**config.mk**
```make
export PLATFORM = sky130hd
export DESIGN_NAME = riscv_id_stage
export DESIGN_NICKNAME = d
export VERILOG_FILES = /design/src/rtl/riscv_id_stage.sv
export SDC_FILE = /design/constraint.sdc
export NUM_CORES = 1
export LEC_CHECK = 0
export BUFFER_PORTS_ARGS = -buffer_cell sky130_fd_sc_hd__buf_2
export CAP_MARGIN = 30
export CORE_MARGIN = 5
export CORE_UTILIZATION = 45
export CTS_BUF_LIST = sky130_fd_sc_hd__clkbuf_4 sky130_fd_sc_hd__clkbuf_8
export DETAILED_ROUTE_END_ITERATION = 16
export HOLD_SLACK_MARGIN = 0.08
export PLACE_DENSITY = 0.76
export SLEW_MARGIN = 20
export SYNTH_ARGS = -nofsm -noshare
export SYNTH_HDL_FRONTEND = slang
export SYNTH_SLANG_ARGS = --single-unit
```
**constraint.sdc**
```tcl
create_clock -name clk -period 5.2 [get_ports clk]
set_input_delay 0.52 -clock clk [delete_from_list [all_inputs] [get_ports clk]]
set_output_delay 0.52 -clock clk [all_outputs]
set_load 0.02 [all_outputs]
```
**src/rtl/riscv_id_stage.sv**
```systemverilog
`default_nettype none
// ============================================================================
//  Module      : riscv_id_stage
//  Description : RV32I decode/issue stage. Accepts one instruction per cycle
//                from fetch (valid/ready), reads the register file through
//                combinational address/data ports, and presents the ALU
//                function, operands, writeback and branch side-band from a
//                single registered output slot. An optional busy-bit
//                scoreboard interlocks read-after-write hazards. A flush from
//                execute kills the slot and blocks acceptance for that cycle.
//  Revision    : 1.0 - initial release
// ----------------------------------------------------------------------------
//  Optional feature macro:
//    RISCV_ID_SCOREBOARD_EN  defined   -> busy-bit scoreboard and stall logic
//                            undefined -> no interlock, wb_valid/wb_rd ignored
// ----------------------------------------------------------------------------
//  Ports:
//    clk, rst                 clock (rising edge), async active-high reset
//    if_valid / if_ready      fetch handshake
//    if_inst, if_pc           instruction word and its PC
//    rs1_addr, rs2_addr       register-file read addresses (combinational)
//    rs1_data, rs2_data       register-file read data (combinational)
//    ex_valid / ex_ready      execute handshake for the output slot
//    exec_fun, data1, data2   ALU operation and operands
//    ex_rd, ex_wb_en          destination register and writeback enable
//    ex_is_branch,
//    ex_br_on_eq, ex_br_target  conditional branch side-band
//    ex_illegal               unsupported encoding
//    flush                    kill slot / block acceptance this cycle
//    wb_valid, wb_rd          writeback completion clearing a busy bit
// ============================================================================
module riscv_id_stage #(
    parameter int WORD_LENGTH = 32,
    parameter int REG_ADDR_W  = 5
) (
    input  logic                   clk,
    input  logic                   rst,
    input  logic                   if_valid,
    output logic                   if_ready,
    input  logic [31:0]            if_inst,
    input  logic [WORD_LENGTH-1:0] if_pc,
    output logic [REG_ADDR_W-1:0]  rs1_addr,
    output logic [REG_ADDR_W-1:0]  rs2_addr,
    input  logic [WORD_LENGTH-1:0] rs1_data,
    input  logic [WORD_LENGTH-1:0] rs2_data,
    output logic                   ex_valid,
    input  logic                   ex_ready,
    output logic [1:0]             exec_fun,
    output logic [WORD_LENGTH-1:0] data1,
    output logic [WORD_LENGTH-1:0] data2,
    output logic [REG_ADDR_W-1:0]  ex_rd,
    output logic                   ex_wb_en,
    output logic                   ex_is_branch,
    output logic                   ex_br_on_eq,
    output logic [WORD_LENGTH-1:0] ex_br_target,
    output logic                   ex_illegal,
    input  logic                   flush,
    input  logic                   wb_valid,
    input  logic [REG_ADDR_W-1:0]  wb_rd
);

    // ALU function encoding presented on exec_fun
    localparam logic [1:0] c_ALU_ADD = 2'd0;
    localparam logic [1:0] c_ALU_SUB = 2'd1;
    localparam logic [1:0] c_ALU_SLT = 2'd2;

    localparam logic [6:0] c_OP_REG    = 7'b0110011;
    localparam logic [6:0] c_OP_IMM    = 7'b0010011;
    localparam logic [6:0] c_OP_BRANCH = 7'b1100011;

    localparam int c_NUM_REGS = 2 ** REG_ADDR_W;

    // ------------------------------------------------------------------
    // Instruction fields
    // ------------------------------------------------------------------
    logic [6:0]             w_opcode;
    logic [2:0]             w_funct3;
    logic [6:0]             w_funct7;
    logic [REG_ADDR_W-1:0]  w_rd_field;
    logic [WORD_LENGTH-1:0] w_imm_i;
    logic [WORD_LENGTH-1:0] w_imm_b;

    assign w_opcode   = if_inst[6:0];
    assign w_funct3   = if_inst[14:12];
    assign w_funct7   = if_inst[31:25];
    assign w_rd_field = if_inst[7 +: REG_ADDR_W];
    assign rs1_addr   = if_inst[15 +: REG_ADDR_W];
    assign rs2_addr   = if_inst[20 +: REG_ADDR_W];

    assign w_imm_i = {{(WORD_LENGTH-12){if_inst[31]}}, if_inst[31:20]};
    assign w_imm_b = {{(WORD_LENGTH-12){if_inst[31]}}, if_inst[7],
                      if_inst[30:25], if_inst[11:8], 1'b0};

    // ------------------------------------------------------------------
    // Decode classification
    // ------------------------------------------------------------------
    logic       w_dec_legal;
    logic [1:0] w_dec_fun;
    logic       w_dec_use_imm;
    logic       w_dec_branch;

    always_comb begin
        w_dec_legal   = 1'b0;
        w_dec_fun     = c_ALU_ADD;
        w_dec_use_imm = 1'b0;
        w_dec_branch  = 1'b0;
        case (w_opcode)
            c_OP_REG: begin
                if (w_funct3 == 3'b000 && w_funct7 == 7'b0000000) begin
                    w_dec_legal = 1'b1;
                    w_dec_fun   = c_ALU_ADD;
                end else if (w_funct3 == 3'b000 && w_funct7 == 7'b0100000) begin
                    w_dec_legal = 1'b1;
                    w_dec_fun   = c_ALU_SUB;
                end else if (w_funct3 == 3'b010 && w_funct7 == 7'b0000000) begin
                    w_dec_legal = 1'b1;
                    w_dec_fun   = c_ALU_SLT;
                end
            end
            c_OP_IMM: begin
                case (w_funct3)
                    3'b000: begin
                        w_dec_legal   = 1'b1;
                        w_dec_fun     = c_ALU_ADD;
                        w_dec_use_imm = 1'b1;
                    end
                    3'b010: begin
                        w_dec_legal   = 1'b1;
                        w_dec_fun     = c_ALU_SLT;
                        w_dec_use_imm = 1'b1;
                    end
                    default: ;
                endcase
            end
            c_OP_BRANCH: begin
                if (w_funct3 == 3'b000 || w_funct3 == 3'b001) begin
                    w_dec_legal  = 1'b1;
                    w_dec_fun    = c_ALU_SUB;
                    w_dec_branch = 1'b1;
                end
            end
            default: ;
        endcase
    end

    // Illegal encodings collapse to ALU_ADD with zero operands so execute
    // sees a harmless no-op alongside the ex_illegal flag.
    logic [WORD_LENGTH-1:0] w_dec_data1;
    logic [WORD_LENGTH-1:0] w_dec_data2;
    logic [REG_ADDR_W-1:0]  w_dec_rd;
    logic                   w_dec_wb_en;
    logic                   w_dec_br_on_eq;
    logic [WORD_LENGTH-1:0] w_dec_br_target;

    assign w_dec_data1     = w_dec_legal ? rs1_data : '0;
    assign w_dec_data2     = !w_dec_legal  ? '0 :
                             w_dec_use_imm ? w_imm_i : rs2_data;
    assign w_dec_rd        = (w_dec_legal && !w_dec_branch) ? w_rd_field : '0;
    // Writes to x0 are architecturally discarded; dropping wb_en here also
    // keeps x0 out of the scoreboard.
    assign w_dec_wb_en     = w_dec_legal && !w_dec_branch && (w_rd_field != '0);
    assign w_dec_br_on_eq  = w_dec_legal && w_dec_branch && (w_funct3 == 3'b000);
    assign w_dec_br_target = (w_dec_legal && w_dec_branch) ? (if_pc + w_imm_b) : '0;

    // ------------------------------------------------------------------
    // Output slot registers
    // ------------------------------------------------------------------
    logic                   r_ex_valid;
    logic [1:0]             r_exec_fun;
    logic [WORD_LENGTH-1:0] r_data1;
    logic [WORD_LENGTH-1:0] r_data2;
    logic [REG_ADDR_W-1:0]  r_ex_rd;
    logic                   r_ex_wb_en;
    logic                   r_ex_is_branch;
    logic                   r_ex_br_on_eq;
    logic [WORD_LENGTH-1:0] r_ex_br_target;
    logic                   r_ex_illegal;

    // ------------------------------------------------------------------
    // Handshake
    // ------------------------------------------------------------------
    logic w_stall;
    logic w_consume;
    logic w_accept;
    logic w_if_ready;

    assign w_consume  = r_ex_valid && ex_ready;
    // Gated by rst so fetch never sees a ready while the block is held.
    assign w_if_ready = !rst && !flush && !w_stall && (!r_ex_valid || ex_ready);
    assign w_accept   = if_valid && w_if_ready;
    assign if_ready   = w_if_ready;

    always_ff @(posedge clk or posedge rst) begin
        if (rst) begin
            r_ex_valid     <= 1'b0;
            r_exec_fun     <= c_ALU_ADD;
            r_data1        <= '0;
            r_data2        <= '0;
            r_ex_rd        <= '0;
            r_ex_wb_en     <= 1'b0;
            r_ex_is_branch <= 1'b0;
            r_ex_br_on_eq  <= 1'b0;
            r_ex_br_target <= '0;
            r_ex_illegal   <= 1'b0;
        end else if (flush) begin
            // Flush beats a same-cycle consume: the slot is dropped unissued.
            r_ex_valid <= 1'b0;
        end else if (w_accept) begin
            r_ex_valid     <= 1'b1;
            r_exec_fun     <= w_dec_fun;
            r_data1        <= w_dec_data1;
            r_data2        <= w_dec_data2;
            r_ex_rd        <= w_dec_rd;
            r_ex_wb_en     <= w_dec_wb_en;
            r_ex_is_branch <= w_dec_branch;
            r_ex_br_on_eq  <= w_dec_br_on_eq;
            r_ex_br_target <= w_dec_br_target;
            r_ex_illegal   <= !w_dec_legal;
        end else if (w_consume) begin
            r_ex_valid <= 1'b0;
        end
    end

    assign ex_valid     = r_ex_valid;
    assign exec_fun     = r_exec_fun;
    assign data1        = r_data1;
    assign data2        = r_data2;
    assign ex_rd        = r_ex_rd;
    assign ex_wb_en     = r_ex_wb_en;
    assign ex_is_branch = r_ex_is_branch;
    assign ex_br_on_eq  = r_ex_br_on_eq;
    assign ex_br_target = r_ex_br_target;
    assign ex_illegal   = r_ex_illegal;

    // ------------------------------------------------------------------
    // Scoreboard / interlock
    // ------------------------------------------------------------------
`ifdef RISCV_ID_SCOREBOARD_EN
    logic [c_NUM_REGS-1:0] r_busy;
    logic [c_NUM_REGS-1:0] w_busy_nxt;
    logic                  w_uses_rs2;
    logic                  w_rs1_hazard;
    logic                  w_rs2_hazard;

    // Only register-register ALU ops and branches read rs2.
    assign w_uses_rs2 = (w_opcode == c_OP_REG) || (w_opcode == c_OP_BRANCH);

    // A source is blocked by a busy bit or by the producer still sitting in
    // the output slot (its busy bit is not set until it is consumed). The
    // busy bits are the registered copy, so a wb_valid clear only releases
    // the stall from the following cycle.
    assign w_rs1_hazard = (rs1_addr != '0) &&
                          (r_busy[rs1_addr] ||
                           (r_ex_valid && r_ex_wb_en && (r_ex_rd == rs1_addr)));
    assign w_rs2_hazard = (rs2_addr != '0) &&
                          (r_busy[rs2_addr] ||
                           (r_ex_valid && r_ex_wb_en && (r_ex_rd == rs2_addr)));
    assign w_stall      = w_rs1_hazard || (w_uses_rs2 && w_rs2_hazard);

    always_comb begin
        w_busy_nxt = r_busy;
        if (wb_valid) begin
            w_busy_nxt[wb_rd] = 1'b0;
        end
        // Applied after the clear so a same-index set wins.
        if (w_consume && r_ex_wb_en && !flush) begin
            w_busy_nxt[r_ex_rd] = 1'b1;
        end
        w_busy_nxt[0] = 1'b0;
    end

    always_ff @(posedge clk or posedge rst) begin
        if (rst) begin
            r_busy <= '0;
        end else begin
            r_busy <= w_busy_nxt;
        end
    end
`else
    logic w_unused_wb;

    assign w_stall     = 1'b0;
    assign w_unused_wb = &{1'b0, wb_valid, wb_rd};
`endif

endmodule
`default_nettype wire

```
* After elaboration in Yosys (flattened, before gate mapping) *
Index checks and enable logic that the tools add are counted.

cells by class
  bitwise gates (word level) = 1
  reduce and logical (&&, ||, !) cells = 24
  equality and inequality tests = 6
  order comparisons = 0
  multiply operators = 0
  muxes and demuxes = 22
  shift operators = 0
  divide/modulo/power cells = 0
  $add $sub $neg = 1

operator list
  kind                  count
  $mux W32              4
  $add A32 B32 Y32      1
  $eq A7 B6 Y1 const B  2
  $logic_and A1 B1 Y1   11
  $mux W1               11
  $mux W2               4
  $eq A7 B5 Y1 const B  1
  $eq A7 B7 Y1 const B  1
  $logic_not A7 Y1      1
  $pmux W2 S3           1
  $logic_not A1 Y1      5
  $mux W5               1
  $reduce_bool A5 Y1    1
  $eq A3 B1 Y1 const B  1
  $eq A3 B2 Y1 const B  1
  $logic_not A3 Y1      1
  $pmux W1 S3           1
  $reduce_bool A3 Y1    1
  $logic_or A1 B1 Y1    2
  $reduce_and A2 Y1     1
  $reduce_or A2 Y1      1
  $not A1 Y1            1

word-level totals
  input bits = 139
  memories kept = 0
  output and inout bits = 119
  bits in writable memories = 0
  logic and storage cells = 64
  register bits = 108
  bits in latches = 0
  ROM bits = 0

* Longest topological paths before layout *
  depth after elaboration = 8
  gate-level depth with buffers = 11
  mapped depth without buffers = 11

* Worst setup path after synthesis *
OpenSTA, ideal clock, no wires.

  path kind = input -> register
  from = input if_inst[8]
  to = register r_ex_br_target[21], in the netlist ex_br_target[21]
  path buffers = 0
  slack = 2.480 ns
  required time = 5.067 ns
  library setup time = 0.133 ns
  data arrival time = 2.586 ns
  cell stages on the path = 11
  cell sequence = ha_1 > fa_1 > a21o_1 > nand4_1 > a21boi_0 > or3_1 > a31oi_1 > o31a_1 > a21oi_1 > xnor2_1 > o21ai_0

on the way
  longest elaborated chain between the ends = 2

ends and longest elaborated chain
  what                  line  RTL
  from (decl)           40    input logic [31:0] if_inst,
  $add A32 B32 Y32      163   assign w_dec_br_target = (w_dec_legal && w_dec_branch) ? (if_pc + w_imm_b) : '0;
  $mux W32              163
  to (signal assigned)  217   r_ex_br_target <= w_dec_br_target;
  to (decl)             176   logic [WORD_LENGTH-1:0] r_ex_br_target;

No other way between the ends.
A chain may end at the register's enable or synchronous reset.

* Final worst setup path *
  from = input if_inst[31]
  to = register r_ex_br_target[30], in the netlist ex_br_target[30]

on the way
  longest elaborated chain between the ends = 8

ends and longest elaborated chain
  what                                                      line
  branches (longest 7 deep; another with $add A32 B32 Y32)  --
  $mux W32 *                                                163

Every way passes the cells marked *.

==> results.md <==
- Proportion of layout cells with a drive suffix above 1: 0.334
- Post-synthesis sequential element count: between 100 and 150
- Synth Flop Type: dfrtp_1
- Ys async rst share: 1.00
- Clock Power Share: 0.336
- Worst-margin pin slew: 0.906 ns
- Mapped Nets: 767
- Clk_lat worst skew: 0.37 ns
- IO Port Bufs: 241
- Total negative slack: 0 ns
- Worst reg2reg path endpoint: data2[0]
- Routed Antenna Nets: 0
- Synth top area cells: dfrtp_1 47%, o21ai_0 6.6%, ha_1 6.5%, nand2_1 6.1%, a22o_1 5.9%
- Total grt overflow: 0
- Yosys top cell by area: dfrtp_1
- Vias in the first global route: slightly above 5,000
- CTS resizes: 0
- Post-CTS Setup Repair Bufs: 0
- Switching Power: 0.478 mW
- Drt first-iter violations: 341
- FP Rows: 41
- PwrDens: 238 mW/mm^2
- CTS tree: done
- Maxcap violations: 0
- Critical path class: input port to flip-flop
- Initial antenna violation count: 2
- Cell-internal power: around 1.3 mW
- TritonCTS Buffers: 9
- Setup crit end kind: flip-flop
- Initial core utilization: 0.459
- Worst Setup SP: if_inst[31]
- Final wirelength: 16,700 um
- Vias: roughly 5,200
- Hold WC Path Type: input port to asynchronous set/reset pin
- Largest net degree at the start of global routing: 74
- Critical Path Fanout Max: 22
- Core ar.: 0.0126 mm^2
- Max VDD drop: between 0.1 and 0.15 mV
- Netlist cell types: 51
- Fin. Hold Viols: 0
- Gr usage total: 0.213
- Tot Pwr: 1.74 mW
- Crit share post-route: 0.556
- Reg clk slew, reported paths: 0.11 ns
- Net Sw Frac: 0.275
- CP startpoint kind: input port
- Max Clock Freq: ~0.35 GHz
- Area of the mapped netlist: 0.00576 mm^2
- Synth-to-Final Area Change: 26.8%
- Status: finished, final reports clean
- GPL Wtd Cong: 0.856
- Share of the synthesized area in the top cell type: 0.469
- Seq/Total Area, Yosys: 0.469
- Seq pwr share: 0.486
- RSZ-0062 raised after global routing: false
- Clk root buf: clkbuf_8
- Crit path arrival time: 3.12 ns
- Routed vias/inst: 5.25
- Fin util: 0.581
- Routed WL per cell: between 15 and 20 um
- First-pass GRT wire length: ~25,000 um
- EDFF count, synth: 0
- Die Ht: 123 um
- Tmin final: just under 3 ns
- Max-slew headroom: 0.396
- Drt first pass iters: 5
- Comb pwr share: 0.178
- Post-cts hold buffer count: 0
- Worst Setup EP: ex_br_target[30]
- CP required: approximately 5.4 ns
- Chip width: 123 um
- Post-DP HPWL: 12,500 um
- Nets@finish: 986
- R2R Setup Slk: approximately 2.6 ns
- Area of the die: ~0.015 mm^2
- Final setup fails: 0
- Clk buf depth: 2
- Worst r2r src: ex_valid
- R2r worst-path depth: 5
- Clk_skew: 0.00902 ns
- Avg Synthesized Cell Area: 9.65 um^2
- Synthesis Warnings: 0
- CTS H-tree depth: 3
- P_leak: 4.01 nW
- Slew Limit Fails: 0
- Synth Instances: 597
- IO Pins: about 260
- Residual DRC: 0
- Sink Count: 108
==> Yosys cell counts, drive strengths merged, types with 7 or more instances <==
master,number
nor2,12
xor2,12
o21ai,77
nand2,93
nand2b,7
inv,10
a21o,13
xnor2,16
buf,15
ha,30
nor3,7
clkbuf,25
a21oi,49
dfrtp,108
o21a,8
mux2i,11
a22o,39
==> placed cells by master, fill, tap and decap left out, types with 8 or more instances in the layout <==
cell      Yosys  final
buf_2         4    241
dfrtp_1     108    108
nand2_1      93     92
o21ai_0      76     76
a21oi_1      49     48
a22o_1       39     39
ha_1         30     30
xnor2_1      16     16
nor2_1       12     12
a21o_1       12     12
xor2_1       12     12
mux2i_1      11     11
inv_1        10      9
clkbuf_8      0      9
o21a_1        8      8
==> sequential cells by signal, summed over array words and instances (netlist names) <==
signal and flops:
ex_valid 1, exec_fun 2, data2 32, ex_br_target 32
ex_rd 5, ex_is_branch 1, ex_illegal 1, data1 32
ex_br_on_eq 1, ex_wb_en 1
==> worst min path at each step <==
stage,startpoint,endpoint,slack (ns),cells after the start
3_3_place_gp,data2[6],data2[6],0.46,2
4_1_cts,rs1_data[31],data1[31],0.34,2
2_1_floorplan,exec_fun[1],exec_fun[1],0.58,2
3_5_place_dp,ex_is_branch,ex_is_branch,0.46,2
6_report,rst,data2[23],0.10,2
5_1_grt,rst,data2[23],0.10,2
==> stage by stage <==
stage | instances | worst slack (ns) | cell area (um^2) | hold WS [ns]
after detailed placement | 976 | 1.91 | 7050 | 0.462
after floorplan | 597 | 1.83 | 5760 | 0.583
after CTS | 992 | 2.32 | 7280 | 0.336
after global placement | 976 | 1.94 | 7050 | 0.456
after global routing | 993 | 2.02 | 7300 | 0.102
final | 994 | 2.31 | 7310 | 0.105
==> cell type report <==
class                      instances  area [um^2]
tap                              172          215
sequential                       108         2700
timing repair buffer             248         1280
fill                            1164         5260
inverter                          10         40.0
antenna                            1         2.50
clock buffer                      10          131
clock inverter                     6         95.1
multi-input combinational        439         2840
==> kinds of logic after synthesis <==
logic type      Yosys count  synth area share
compound gates          220             0.245
simple gates            149             0.116
flops                   108             0.469
buf+inv                  50            0.0399
fa+ha+maj                31            0.0686
xor+xnor                 28            0.0426
mux                      11            0.0191
==> worst max-delay path, stage by stage <==
cell,delay (ns)
buf_2,0.41
ha_1,0.37
and2_1,0.20
a221oi_1,0.42
o211ai_1,0.16
o32ai_1,0.39
or2_1,0.21
or3_1,0.14
o211ai_2,0.09
xnor2_1,0.14
o21ai_1,0.07
==> metal layers <==
metal,up-vias,global-route usage,part of all wire
met4,4,0.0554,0.0092
met3,15,0.0393,0.071
met1,2456,0.269,0.42
met5,-,0,0.0016
li1,2593,-,-
met2,155,0.374,0.49
==> power groups by stage <==
stage                     Sequential, mW  Clock [mW]  Combinational [mW]
after floorplan                    0.863           0               0.204
after global placement             0.860           0               0.304
after detailed placement           0.860           0               0.307
after CTS                          0.843       0.597               0.309
after global routing               0.844       0.627               0.348
final                              0.843       0.583               0.310
(Power assumes the default switching activity.)
